## config.mk

```make
export PLATFORM = sky130hd
export DESIGN_NAME = exma_pipe
export DESIGN_NICKNAME = d
export VERILOG_FILES = /design/src/rtl/exma_pipe_pkg.sv /design/src/rtl/exma_pipe_watchdog.sv /design/src/rtl/exma_pipe.sv
export SDC_FILE = /design/constraint.sdc
export NUM_CORES = 1
export LEC_CHECK = 0
export BUFFER_PORTS_ARGS = -buffer_cell sky130_fd_sc_hd__buf_2
export CAP_MARGIN = 20
export CORE_AREA = 2 2 119 63
export CTS_CLUSTER_DIAMETER = 120
export DETAILED_ROUTE_END_ITERATION = 7
export DIE_AREA = 0 0 121 65
export PLACE_DENSITY = 0.81
export SYNTH_ARGS = -nofsm -noshare
export SYNTH_HDL_FRONTEND = slang
export SYNTH_SLANG_ARGS = --single-unit
```

## constraint.sdc

```tcl
create_clock -name s_clk_i -period 2.72 [get_ports s_clk_i]
set_input_delay 0 -clock s_clk_i [delete_from_list [all_inputs] [get_ports s_clk_i]]
set_output_delay 0 -clock s_clk_i [all_outputs]
set_load 0.01 [all_outputs]
```

## src/rtl/exma_pipe_pkg.sv

```systemverilog
// Shared EX/MA definitions: instruction control layout, FSM states
// and multicycle watchdog limit.
package p_hardisc;

    localparam int ICTRL_W         = 8;
    localparam int ICTRL_UNIT_ALU  = 0;
    localparam int ICTRL_UNIT_MDU  = 1;
    localparam int ICTRL_UNIT_CMU  = 2;
    localparam int ICTRL_UNIT_LSU  = 3;

    typedef logic [ICTRL_W-1:0] ictrl;

    localparam int                WDOG_W     = 6;
    localparam logic [WDOG_W-1:0] WDOG_LIMIT = 6'd40;

    typedef enum logic [1:0] {
        ST_IDLE,
        ST_WAIT,
        ST_HOLD
    } exma_state_t;

    function automatic logic is_multi(input ictrl c);
        return c[ICTRL_UNIT_MDU] | c[ICTRL_UNIT_CMU];
    endfunction

endpackage

```

## src/rtl/exma_pipe_watchdog.sv

```systemverilog
// Multicycle watchdog: counts enabled cycles, flags expiry on the
// cycle that would reach WDOG_LIMIT.
module exma_watchdog
    import p_hardisc::*;
(
    input  logic s_clk_i,
    input  logic s_resetn_i,
    input  logic s_enable_i,
    input  logic s_clear_i,
    output logic s_expire_o
);

    logic [WDOG_W-1:0] r_cnt;

    always_ff @(posedge s_clk_i) begin
        if (!s_resetn_i || s_clear_i) begin
            r_cnt <= '0;
        end else if (s_enable_i) begin
            r_cnt <= r_cnt + 1'b1;
        end
    end

    assign s_expire_o = s_enable_i
                      & (r_cnt == WDOG_LIMIT - 1'b1);

endmodule

```

## src/rtl/exma_pipe.sv

```systemverilog
// EX/MA pipeline register with multicycle wait/hold FSM and watchdog.
// Optional result parity: define EXMA_PARITY_EN.
module exma_pipe
    import p_hardisc::*;
(
    input  logic               s_clk_i,
    input  logic               s_resetn_i,
    input  logic               s_flush_i,
    input  logic               s_ma_stall_i,
    input  logic               s_ex_valid_i,
    input  logic [ICTRL_W-1:0] s_ex_ictrl_i,
    input  logic [4:0]         s_ex_rd_i,
    input  logic               s_exe_finished_i,
    input  logic [31:0]        s_exe_result_i,
    output logic               s_ex_stall_o,
    output logic               s_ma_valid_o,
    output logic [ICTRL_W-1:0] s_ma_ictrl_o,
    output logic [4:0]         s_ma_rd_o,
    output logic [31:0]        s_ma_result_o,
    output logic               s_ex_timeout_o,
    output logic               s_ma_rpar_o,
    output logic               s_ma_perr_o
);

    exma_state_t        r_state;
    logic               r_ma_valid;
    logic [ICTRL_W-1:0] r_ma_ictrl;
    logic [4:0]         r_ma_rd;
    logic [31:0]        r_ma_result;
    logic [31:0]        r_buf;
    logic               r_timeout;

    exma_state_t        w_nxt;
    logic               w_multi;
    logic               w_stall;
    logic               w_cap;
    logic               w_buf_ld;
    logic               w_tmo;
    logic               w_expire;
    logic               w_wd_clr;
    logic [31:0]        w_res;

    assign w_multi = s_ex_valid_i & is_multi(s_ex_ictrl_i);

    always_comb begin
        w_nxt    = r_state;
        w_stall  = 1'b0;
        w_cap    = 1'b0;
        w_buf_ld = 1'b0;
        w_tmo    = 1'b0;
        w_res    = s_exe_result_i;
        if (s_flush_i) begin
            w_nxt = ST_IDLE;
        end else begin
            unique case (r_state)
                ST_IDLE: begin
                    if (w_multi && !s_exe_finished_i) begin
                        w_stall = 1'b1;
                        w_nxt   = ST_WAIT;
                    end else if (s_ex_valid_i && s_ma_stall_i) begin
                        w_stall = 1'b1;
                        // a finished multicycle result must survive the stall
                        if (w_multi) begin
                            w_nxt    = ST_HOLD;
                            w_buf_ld = 1'b1;
                        end
                    end else if (s_ex_valid_i) begin
                        w_cap = 1'b1;
                    end
                end
                ST_WAIT: begin
                    if (s_exe_finished_i && s_ma_stall_i) begin
                        w_stall  = 1'b1;
                        w_nxt    = ST_HOLD;
                        w_buf_ld = 1'b1;
                    end else if (s_exe_finished_i) begin
                        w_cap = 1'b1;
                        w_nxt = ST_IDLE;
                    end else if (w_expire) begin
                        w_tmo = 1'b1;
                        w_nxt = ST_IDLE;
                    end else begin
                        w_stall = 1'b1;
                    end
                end
                ST_HOLD: begin
                    w_res = r_buf;
                    if (s_ma_stall_i) begin
                        w_stall = 1'b1;
                    end else begin
                        w_cap = 1'b1;
                        w_nxt = ST_IDLE;
                    end
                end
                default: w_nxt = ST_IDLE;
            endcase
        end
    end

    assign w_wd_clr = s_flush_i | (w_nxt != ST_WAIT);

    exma_watchdog u_wdog (
        .s_clk_i    (s_clk_i),
        .s_resetn_i (s_resetn_i),
        .s_enable_i (r_state == ST_WAIT),
        .s_clear_i  (w_wd_clr),
        .s_expire_o (w_expire)
    );

`ifdef EXMA_PARITY_EN
    logic r_rpar;
`endif

    always_ff @(posedge s_clk_i) begin
        if (!s_resetn_i) begin
            r_state     <= ST_IDLE;
            r_ma_valid  <= 1'b0;
            r_ma_ictrl  <= '0;
            r_ma_rd     <= '0;
            r_ma_result <= '0;
            r_buf       <= '0;
            r_timeout   <= 1'b0;
`ifdef EXMA_PARITY_EN
            r_rpar      <= 1'b0;
`endif
        end else begin
            r_state   <= w_nxt;
            r_timeout <= w_tmo;
            if (w_buf_ld) begin
                r_buf <= s_exe_result_i;
            end
            if (s_flush_i) begin
                r_ma_valid <= 1'b0;
            end else if (!s_ma_stall_i) begin
                r_ma_valid <= w_cap;
                if (w_cap) begin
                    r_ma_ictrl  <= s_ex_ictrl_i;
                    r_ma_rd     <= s_ex_rd_i;
                    r_ma_result <= w_res;
`ifdef EXMA_PARITY_EN
                    r_rpar      <= ^w_res;
`endif
                end
            end
        end
    end

    assign s_ex_stall_o   = w_stall;
    assign s_ma_valid_o   = r_ma_valid;
    assign s_ma_ictrl_o   = r_ma_ictrl;
    assign s_ma_rd_o      = r_ma_rd;
    assign s_ma_result_o  = r_ma_result;
    assign s_ex_timeout_o = r_timeout;

`ifdef EXMA_PARITY_EN
    assign s_ma_rpar_o = r_rpar;
    assign s_ma_perr_o = r_rpar ^ (^r_ma_result);
`else
    assign s_ma_rpar_o = 1'b0;
    assign s_ma_perr_o = 1'b0;
`endif

endmodule
```

== Word-level counts from Yosys, hierarchy flattened ==
Index checks and enable logic that the tools add are counted.

* $add $sub $neg: 1
* Equality and inequality tests: 4
* Mux-type cells: 33
* Bitwise gates (word level): 8
* Reduce and logical (&&, ||, !) cells: 10

{| class="wikitable"
|+ Operator list
! operator !! number
|-
| 32-bit 2-to-1 mux || 1
|-
| 1-bit 2-to-1 mux || 20
|-
| 2-bit 2-to-1 mux || 8
|-
| 6-bit by 1-bit adder with 6-bit output (second input constant) || 1
|-
| 6-bit == test (second input constant) || 1
|-
| 1-bit case mux with 3 select lines || 2
|-
| 2-bit case mux with 3 select lines || 1
|-
| 5-bit OR reduction || 1
|-
| 1-bit NOT || 4
|-
| 1-bit logical AND || 3
|-
| 3-bit AND reduction || 1
|-
| 1-bit bitwise AND || 2
|-
| 2-bit by 1-bit == test with 1-bit output (second input constant) || 1
|-
| 2-bit == test (second input constant) || 1
|-
| 1-bit logical NOT || 2
|-
| 2-bit logical NOT || 1
|-
| 2-bit by 1-bit != test with 1-bit output (second input constant) || 1
|-
| 1-bit bitwise OR || 2
|-
| 1-bit case mux with 2 select lines || 1
|-
| 2-bit OR reduction || 1
|-
| 1-bit logical OR || 1
|}

* Register bits after elaboration: 87
* Input port bits: 51
* Output and inout bits: 50
* Logic and storage cells: 64

== Longest topological paths before layout ==
Gate-level depths: netlist of the first run.

* Word-level depth: 10
* Depth in mapped cells: 7
* Mapped depth without buffers: 4

== Modules after synthesis ==
From an unflattened synthesis of the first run, not the netlist that was laid out.

* Cells, all modules: 409
* Area, all modules: 3,744.8 µm²

{| class="wikitable"
|+ By module, submodules not included
! module !! times used !! cells an instance !! area each (µm²)
|-
| exma_pipe || 1 || 381 || 3,478.3
|-
| exma_watchdog || 1 || 28 || 266.5
|}

== Worst setup path after synthesis of the first run ==
No wires, ideal clock.

* Kind: register -> register
* From: reg r_state[1]
* To: reg r_ma_ictrl[0], in the netlist s_ma_ictrl_o[0]
* Data arrival time: 1,430 ps
* Data required time: 2,648 ps
* Setup slack: 1,218 ps
* Stages on the path, launching flop included: 7
* Path buffers: 2
* Path through: dfxtp_1 nand2b_4 a211oi_4 and2_1 buf_6 buf_8 mux2i_1

* Longest elaborated chain between the ends: 4

{| class="wikitable"
|+ RTL lines
! what !! line !! RTL
|-
| from (decl) || exma_pipe.sv:25 || <nowiki>exma_state_t r_state;</nowiki>
|-
| from (signal assigned) || exma_pipe.sv:127 || <nowiki>r_state <= w_nxt;</nowiki>
|-
| 2-bit == test (tied with other cells) || exma_pipe.sv:55 || <nowiki>unique case (r_state)</nowiki>
|-
| 1-bit case mux with 3 select lines (*) || exma_pipe.sv:55 ||
|-
| 1-bit 2-to-1 mux (*) || exma_pipe.sv:52 || <nowiki>if (s_flush_i) begin</nowiki>
|-
| 3-bit AND reduction (no line) (*) || n/a ||
|-
| to (signal assigned) || exma_pipe.sv:137 || <nowiki>r_ma_ictrl <= s_ex_ictrl_i;</nowiki>
|-
| to (decl) || exma_pipe.sv:27 || <nowiki>logic [ICTRL_W-1:0] r_ma_ictrl;</nowiki>
|}

Every way passes the cells marked *; elsewhere a longest branch is shown, timed or not.
A chain may end at the register's enable or synchronous reset.

== Final worst setup path of the first run ==
* From: reg r_state[0]
* To: out s_ex_stall_o

* Longest elaborated chain between the ends: 7

{| class="wikitable"
|+ RTL lines
! what !! line !! RTL
|-
| 2-bit by 1-bit == test with 1-bit output || exma_pipe.sv:55, exma_pipe.sv:105 ||
|-
| 1-bit bitwise AND || exma_pipe_watchdog.sv:24 || <nowiki>& (r_cnt == WDOG_LIMIT - 1'b1);</nowiki>
|-
| 1-bit 2-to-1 mux || exma_pipe.sv:79 || <nowiki>end else if (w_expire) begin</nowiki>
|-
| 1-bit 2-to-1 mux || exma_pipe.sv:76 || <nowiki>end else if (s_exe_finished_i) begin</nowiki>
|-
| 1-bit 2-to-1 mux || exma_pipe.sv:72 || <nowiki>if (s_exe_finished_i && s_ma_stall_i) begin</nowiki>
|-
| 1-bit case mux with 3 select lines (*) || exma_pipe.sv:55 ||
|-
| 1-bit 2-to-1 mux (*) || exma_pipe.sv:52 ||
|-
| to (decl) || exma_pipe.sv:15 || <nowiki>output logic s_ex_stall_o,</nowiki>
|}

Marked as above.

==> results of run 1 <==
logic make-up after synthesis:
group,share of synthesized area
and+or+nand+nor,0.196
DFF,0.464
AOI/OAI and AO/OA,0.149
muxes,0.117
buffers and inverters,0.0571
xor gates and xnor gates,0.0117
adders and majority gates,0.00334
other,0.00100
Yosys cell counts, types with 2 or more instances:
master | number | area [sq um]
nor2b_1 | 3 | 18.8
mux2i_1 | 44 | 440
nand2b_1 | 2 | 12.5
o211a_1 | 32 | 320
o21ai_1 | 3 | 15.0
xor2_1 | 4 | 35.0
buf_6 | 4 | 45.0
dfxtp_1 | 87 | 1740
nand2_1 | 58 | 218
a21oi_1 | 3 | 15.0
and3_1 | 2 | 12.5
nand3_1 | 66 | 330
nor4bb_1 | 2 | 20.0
buf_2 | 3 | 15.0
nor2_1 | 10 | 37.5
buf_1 | 3 | 11.3
buf_4 | 5 | 37.5
nand4_1 | 5 | 31.3
o21ai_0 | 33 | 165
clkbuf_1 | 23 | 86.3
sequential cells by signal (all words and copies together) (netlist names):
signal          flops
s_ma_ictrl_o        8
s_ma_result_o      32
r_buf              32
s_ex_timeout_o      1
s_ma_valid_o        1
s_ma_rd_o           5
u_wdog.r_cnt        6
r_state             2
final timing paths:
path / from / endpoint / slack [ns] / depth (start not counted)
hold / removal: s_ma_stall_i / r_state[1]$_SDFF_PN0_ / 0.009 / 2
setup / recovery: r_state[0]$_SDFF_PN0_ / s_ex_stall_o / 0.71 / 4
hold reg to reg: s_ma_ictrl_o[2]$_SDFFE_PN0P_ / s_ma_ictrl_o[2]$_SDFFE_PN0P_ / 0.45 / 2
setup reg to reg: r_state[0]$_SDFF_PN0_ / s_ma_result_o[3]$_SDFFE_PN0P_ / 0.79 / 5
critical path: cells and delay by family, from the launching register on:
family,cells,cell delay (ns)
compound gates,1,0.20
buf+inv,1,0.15
flops,1,0.55
simple gates,2,0.77
cells in the final DEF (no fill, tap or decap), types with 5 or more instances in the layout:
master / n
nor2_1: 10
mux2i_1: 44
dlygate4sd3_1: 45
nand2_1: 58
clkbuf_16: 9
buf_2: 97
nand3_1: 66
o21ai_0: 33
nand4_1: 5
dfxtp_1: 87
o211a_1: 32
timing repair:
item,CTS,global route
endpoints found under the setup margin,0,0
resized for setup,0,0
endpoints found under the hold margin,45,0
hold buffers,45,0
through the flow:
stage,cells,total power [W],worst slack (ns),util
6_report,631,0.00293,0.706,0.722
5_1_grt,631,0.00304,0.537,0.722
4_1_cts,631,0.00294,0.746,0.722
3_5_place_dp,570,0.00163,0.804,0.613
3_3_place_gp,569,0.00162,0.887,0.609
2_1_floorplan,409,0.00153,1.22,-
where the power goes:
group	leakage, nW	total (W)	internal (W)	switching, W
Sequential	0.705	0.00134	0.00131	0.0000219
Clock	0.145	0.00127	0.000763	0.000506
Combinational	1.81	0.000325	0.000155	0.000170
layer usage:
| layer | up-vias | global-route usage | wire (microns) |
|---|---|---|---|
| met1 | 1592 | 0.336 | 4420 |
| met5 | - | 0 | 0 |
| met2 | 106 | 0.395 | 4210 |
| li1 | 1683 | - | - |
| met4 | 0 | 0.0727 | 101 |
| met3 | 9 | 0.0968 | 683 |
final cells by class:
cell class | instances | area share
clock buffers | 12 | 0.0510
repair buffers | 149 | 0.205
clock inverters | 4 | 0.0107
inverters | 1 | 0.000746
multi-input cells | 282 | 0.362
well taps | 96 | 0.0239
flip-flops and latches | 87 | 0.346
==> metrics.yaml, run 1 <==
grt:
  antenna_found_initial: 0
  grt_pass1_vias: 3274
  grt_max_degree: 79
  track_usage: 0.256
  grt_first_pass_wirelength_microns: 15700
  overflow: 0
logic_synthesis:
  synth_edf_count: 0
  ys_types: 36
  synth-seq-cells: 87
  syn_area_sq_um: 3750
  synth_warnings: 0
  synthArstFlopShare: 0
  syn-instance-count: 408
  avgSynthCellArea_sq_um: 9.19
  synth_top_flop_cell: "dfxtp_1"
  ys_seq_area_frac: 0.464
place:
  place_area_sq_um: 4270
  port_buffers: 98
  gp_congestion: 0.817
  dp_hpwl_microns: 5790
sta:
  tightestPinTransition_ns: 0.710
  period_share: 0.740
  skew_ns: 0.00455
  hold_ws_ns: 0.00876
  slew_violations: 0
  hold_viol: 0
  maxSlewHeadroom: 0.527
  finalSetupTns_ns: 0
  finalSetupViolCount: 0
  post-route-min-period_ns: 2.01
  grt_setup_unrepaired: "false"
  clock.fmax_ghz: 0.497
clocking:
  clockBufferDepth: 2
  cts.clk_slew.worst_paths_ns: 0.06
  root_buffer: "clkbuf_16"
  cts_tree: "built"
  cts_made_buffers: 9
  clk_latency_ns: 0.35
  h-tree-depth: 3
  postCtsSetupBuffers: 0
  cts.sinks: 87
run_status:
  status: "completed"
final_layout:
  area_growth_syn_to_layout_pct: 34.1
  n_antenna_cell: 0
  fin_nets: 582
  design_area_sq_um: 5030
  drive_gt1_frac: 0.234
  regArea_sq_um: 1740
  multi_input_area_sq_um: 1820
  fill_cells: 505
route:
  drc: 0
  drt_iter0_drc: 405
  routed_wl_microns: 9420
  drtAntennaViolNets: 0
  avgRoutedWirePerCell_microns: 14.9
  drt-pass1-iter-count: 5
  num_vias: 3390
  viasPerCell: 5.37
critical_path:
  start_kind: "flip-flop"
  crit_fanout: 9
  critical_path_class: "flip-flop to output pin"
  crit_required_ns: 2.72
  crit_path_cell_trace: "nor2b_1, nand3_1, a21oi_1, buf_2"
  crit_path_top_delay_cell: "nor2b_1"
  critPathArrivalTime_ns: 2.01
  crit_path_end_kind: "output pin"
  max_stage_delay_ns: 0.61
floorplanning:
  start_util: 0.538
  core_area_sq_um: 6960
  die_y_microns: 65
  rows: 22
  die_x_microns: 121
  die_area_sq_um: 7870
  io-pin-count: 101
worst_hold_path:
  hold_class: "input pin to flip-flop"
run:
  maxCapViolCount: 0
power:
  powerDensity_nw_per_um2: 583
  p_leak_nw: 2.66
  ir_worst_vdd_v: 0.000327
Power figures use the tool's default switching activity.
==> run 2: changes to the inputs <==
--- a/config.mk
+++ b/config.mk
@@ -5,13 +5,14 @@
 export SDC_FILE = /design/constraint.sdc
 export NUM_CORES = 1
 export LEC_CHECK = 0
+export ABC_AREA = 1
 export BUFFER_PORTS_ARGS = -buffer_cell sky130_fd_sc_hd__buf_2
 export CAP_MARGIN = 20
-export CORE_AREA = 2 2 119 63
+export CORE_AREA = 2 2 126 67
 export CTS_CLUSTER_DIAMETER = 120
 export DETAILED_ROUTE_END_ITERATION = 7
-export DIE_AREA = 0 0 121 65
-export PLACE_DENSITY = 0.81
+export DIE_AREA = 0 0 128 69
+export PLACE_DENSITY = 0.76
 export SYNTH_ARGS = -nofsm -noshare
 export SYNTH_HDL_FRONTEND = slang
 export SYNTH_SLANG_ARGS = --single-unit
==> constraint.sdc (replaced) <==
create_clock -name s_clk_i -period 1.9 [get_ports s_clk_i]
set_input_delay 0 -clock s_clk_i [delete_from_list [all_inputs] [get_ports s_clk_i]]
set_output_delay 0 -clock s_clk_i [all_outputs]
set_load 0.01 [all_outputs]
==> metrics.yaml, run 2 <==
logic_synthesis:
  ys_top_cells_by_area: "dfxtp_1 44%, a21oi_1 10%, nand2_1 9.7%"
  yosysTopAreaCellShare: 0.438  # -0.0265
  synth_top_flop_cell: "dfxtp_1"
  yosysMostFrequentCell: "nand2_1"
  synth_edf_count: 0  # unchanged
  syn-instance-count: 593  # +45%
  synth_commonest_cells: "103 x nand2_1, 87 x dfxtp_1, 86 x inv_1"
  yosysTopAreaCell: "dfxtp_1"
  synthArstFlopShare: 0  # unchanged
  synth-seq-cells: 87  # unchanged
  synth_warnings: 0  # unchanged
  syn_area_sq_um: 3980  # +6.0%
  ys_types: 22  # -39%
  avgSynthCellArea_sq_um: 6.71  # -27%
  ys_seq_area_frac: 0.438  # -0.0265
final_layout:
  final_common_cell: "nand2_1"
  regArea_sq_um: 1740  # unchanged
  fill_cells: 637  # +26%
  fin_nets: 761  # +31%
  design_area_sq_um: 5270  # +4.8%
  mostFrequentLayoutCells: "102 x nand2_1, 98 x buf_2, 87 x dfxtp_1"
  drive_gt1_frac: 0.181  # -0.0530
  n_antenna_cell: 0  # unchanged
  area_growth_syn_to_layout_pct: 32.6
  multi_input_area_sq_um: 1720  # -5.6%
  layoutNonFillerInstCount: 814  # +29%
clocking:
  cts.sinks: 87  # unchanged
  cts.clk_slew.worst_paths_ns: 0.06  # about the same
  root_buffer: "clkbuf_16"
  cts_hold_buf: 42  # -6.7%
  cts_tree: "built"
  clk_latency_ns: 0.33  # -0.02 ns
  cts_made_buffers: 9  # unchanged
  h-tree-depth: 3  # unchanged
  ctsResizeCount: 0  # unchanged
  clockBufferDepth: 2  # unchanged
  postCtsSetupBuffers: 0  # unchanged
sta:
  hold_viol: 0  # unchanged
  finalSetupViolCount: 0  # unchanged
  period_share: 0.807
  skew_ns: 0.00375  # -0.000799 ns
  grt_setup_unrepaired: "false"
  clock.fmax_ghz: 0.652
  slew_violations: 0  # unchanged
  post-route-min-period_ns: 1.53
  finalSetupTns_ns: 0  # unchanged
grt:
  overflow: 0  # unchanged
  antenna_found_initial: 0  # unchanged
  track_usage: 0.222  # -0.0339
  grt_max_degree: 92  # +16%
  grt_first_pass_wirelength_microns: 16100  # +2.4%
  grt_pass1_vias: 3599  # +9.9%
power:
  pwr-share-clk: 0.430  # -0.003
  power_w: 0.00444  # +52%
  pwr-share-seq: 0.436  # -0.020
  switchingPower_w: 0.00106  # +52%
  switching_share: 0.239  # +0.00102
  comb_power_share: 0.134  # +0.023
  p_int_w: 0.00338  # +51%
  powerDensity_nw_per_um2: 843  # +45%
  ir_worst_vdd_v: 0.000472  # +44%
  p_leak_nw: 2.54  # -4.7%
critical_path:
  cpLargestDelayFamily: "flip-flops"
  critical_path_class: "flip-flop to output pin"
  max_stage_delay_ns: 0.40  # -0.21 ns
  path_common_cell: "a21oi_1"
  crit_required_ns: 1.90  # -0.82 ns
  critPathArrivalTime_ns: 1.53  # -0.48 ns
  crit_path_cell_trace: "inv_2, nor2_1, nand2_1, o21ai_0, a21oi_1, a21oi_1, buf_2"
  crit_fanout: 5  # -4
  start_kind: "flip-flop"
  crit_path_top_delay_cell: "dfxtp_1"
  crit_path_end_kind: "output pin"
  cp_num_buf_inv: 2  # +1
route:
  drt-pass1-iter-count: 5  # unchanged
  num_vias: 3997  # +18%
  drt_iter0_drc: 207  # -49%
  drtAntennaViolNets: 0  # unchanged
  avgRoutedWirePerCell_microns: 12.0  # -19%
  routed_wl_microns: 9800  # +4.1%
  drc: 0  # unchanged
  viasPerCell: 4.91  # -8.6%
floorplanning:
  die_x_microns: 128  # +5.8%
  rows: 23  # +4.5%
  die_area_sq_um: 8830  # +12%
  core_area_sq_um: 7710  # +11%
  die_y_microns: 69  # +6.2%
  start_util: 0.516  # -0.0229
  io-pin-count: 101  # unchanged
run:
  maxCapViolCount: 0  # unchanged
worst_hold_path:
  hold_class: "input pin to flip-flop"
place:
  gp_congestion: 0.800  # -2.1%
  port_buffers: 98  # unchanged
  place_area_sq_um: 4520  # +5.8%
  dp_hpwl_microns: 5770  # -0.25%
  placedCellCount: 756  # +33%
run_status:
  status: "completed"
-- run 2: changes by cell type after synthesis, moves of 6 or more --
cell,delta
a21oi_1,+79
inv_1,+85
nand2_1,+45
buf_2,+19
o21ai_0,+32
nor2_1,+49
mux2i_1,-44
o211a_1,-32
clkbuf_1,-6
nand3_1,-18
-- run 2: logic make-up after synthesis --
kind of cell    Yosys count  synth area share
xor+xnor                  4           0.00881
other cells               1          0.000943
fa+ha+maj                 1           0.00315
simple gates            221             0.230
flops                    87             0.438
buf+inv                 131             0.132
compound gates          148             0.186
-- run 2: stage by stage --
stage	hold WS (ns)	utilization	setup WS [ns]
2_1_floorplan	0.0441	-	0.665
3_3_place_gp	0.290	0.586	0.496
3_5_place_dp	0.294	0.586	0.441
4_1_cts	0.000138	0.683	0.368
5_1_grt	0.0172	0.683	0.210
6_report	0.00590	0.683	0.367
-- run 2: path summary, 6_finish.rpt --
kind         depth (start not counted)                   from  slack (ns)                           end
max                                  7  r_state[1]$_SDFF_PN0_        0.37                  s_ex_stall_o
min                                  5        s_ex_ictrl_i[4]       0.006  s_ma_ictrl_o[4]$_SDFFE_PN0P_
max reg2reg                          9  r_state[1]$_SDFF_PN0_        0.43  s_ma_ictrl_o[3]$_SDFFE_PN0P_
min reg2reg                          2  r_buf[2]$_SDFFE_PN0P_        0.45         r_buf[2]$_SDFFE_PN0P_
-- run 2: area by class of cell --
type,count,area share
multi-input cells,376,0.326
well taps,100,0.0237
clock buffers,11,0.0479
flip-flops and latches,87,0.330
repair buffers,146,0.193
clock inverters,5,0.0152
inverters,89,0.0634
-- run 2: power by group through the flow --
| stage | sequential, W | clock (W) | combinational (W) |
|---|---|---|---|
| floorplan | 0.00199 | 0 | 0.000319 |
| global placement | 0.00197 | 0 | 0.000507 |
| detailed placement | 0.00197 | 0 | 0.000521 |
| CTS | 0.00193 | 0.00195 | 0.000590 |
| global route | 0.00194 | 0.00203 | 0.000670 |
| finish | 0.00194 | 0.00191 | 0.000595 |
-- run 2: metal layers --
layer  GRT usage  up-vias  routed length (microns)
met2       0.362      122                     4520
met4      0.0647        0                       70
met3      0.0621        9                      575
met1       0.289     1759                     4630
li1            -     2107                        -
met5           0        -                        0
-- run 2: worst register-to-register path: stages, from the launching register on --
cell and delay (ns):
dfxtp_1 0.35, inv_2 0.11, nand2_2 0.09, nor2_1 0.14
nor2_2 0.05, nand2_2 0.09, buf_4 0.30, nand3_1 0.12
nand2_1 0.07, nor2_1 0.05
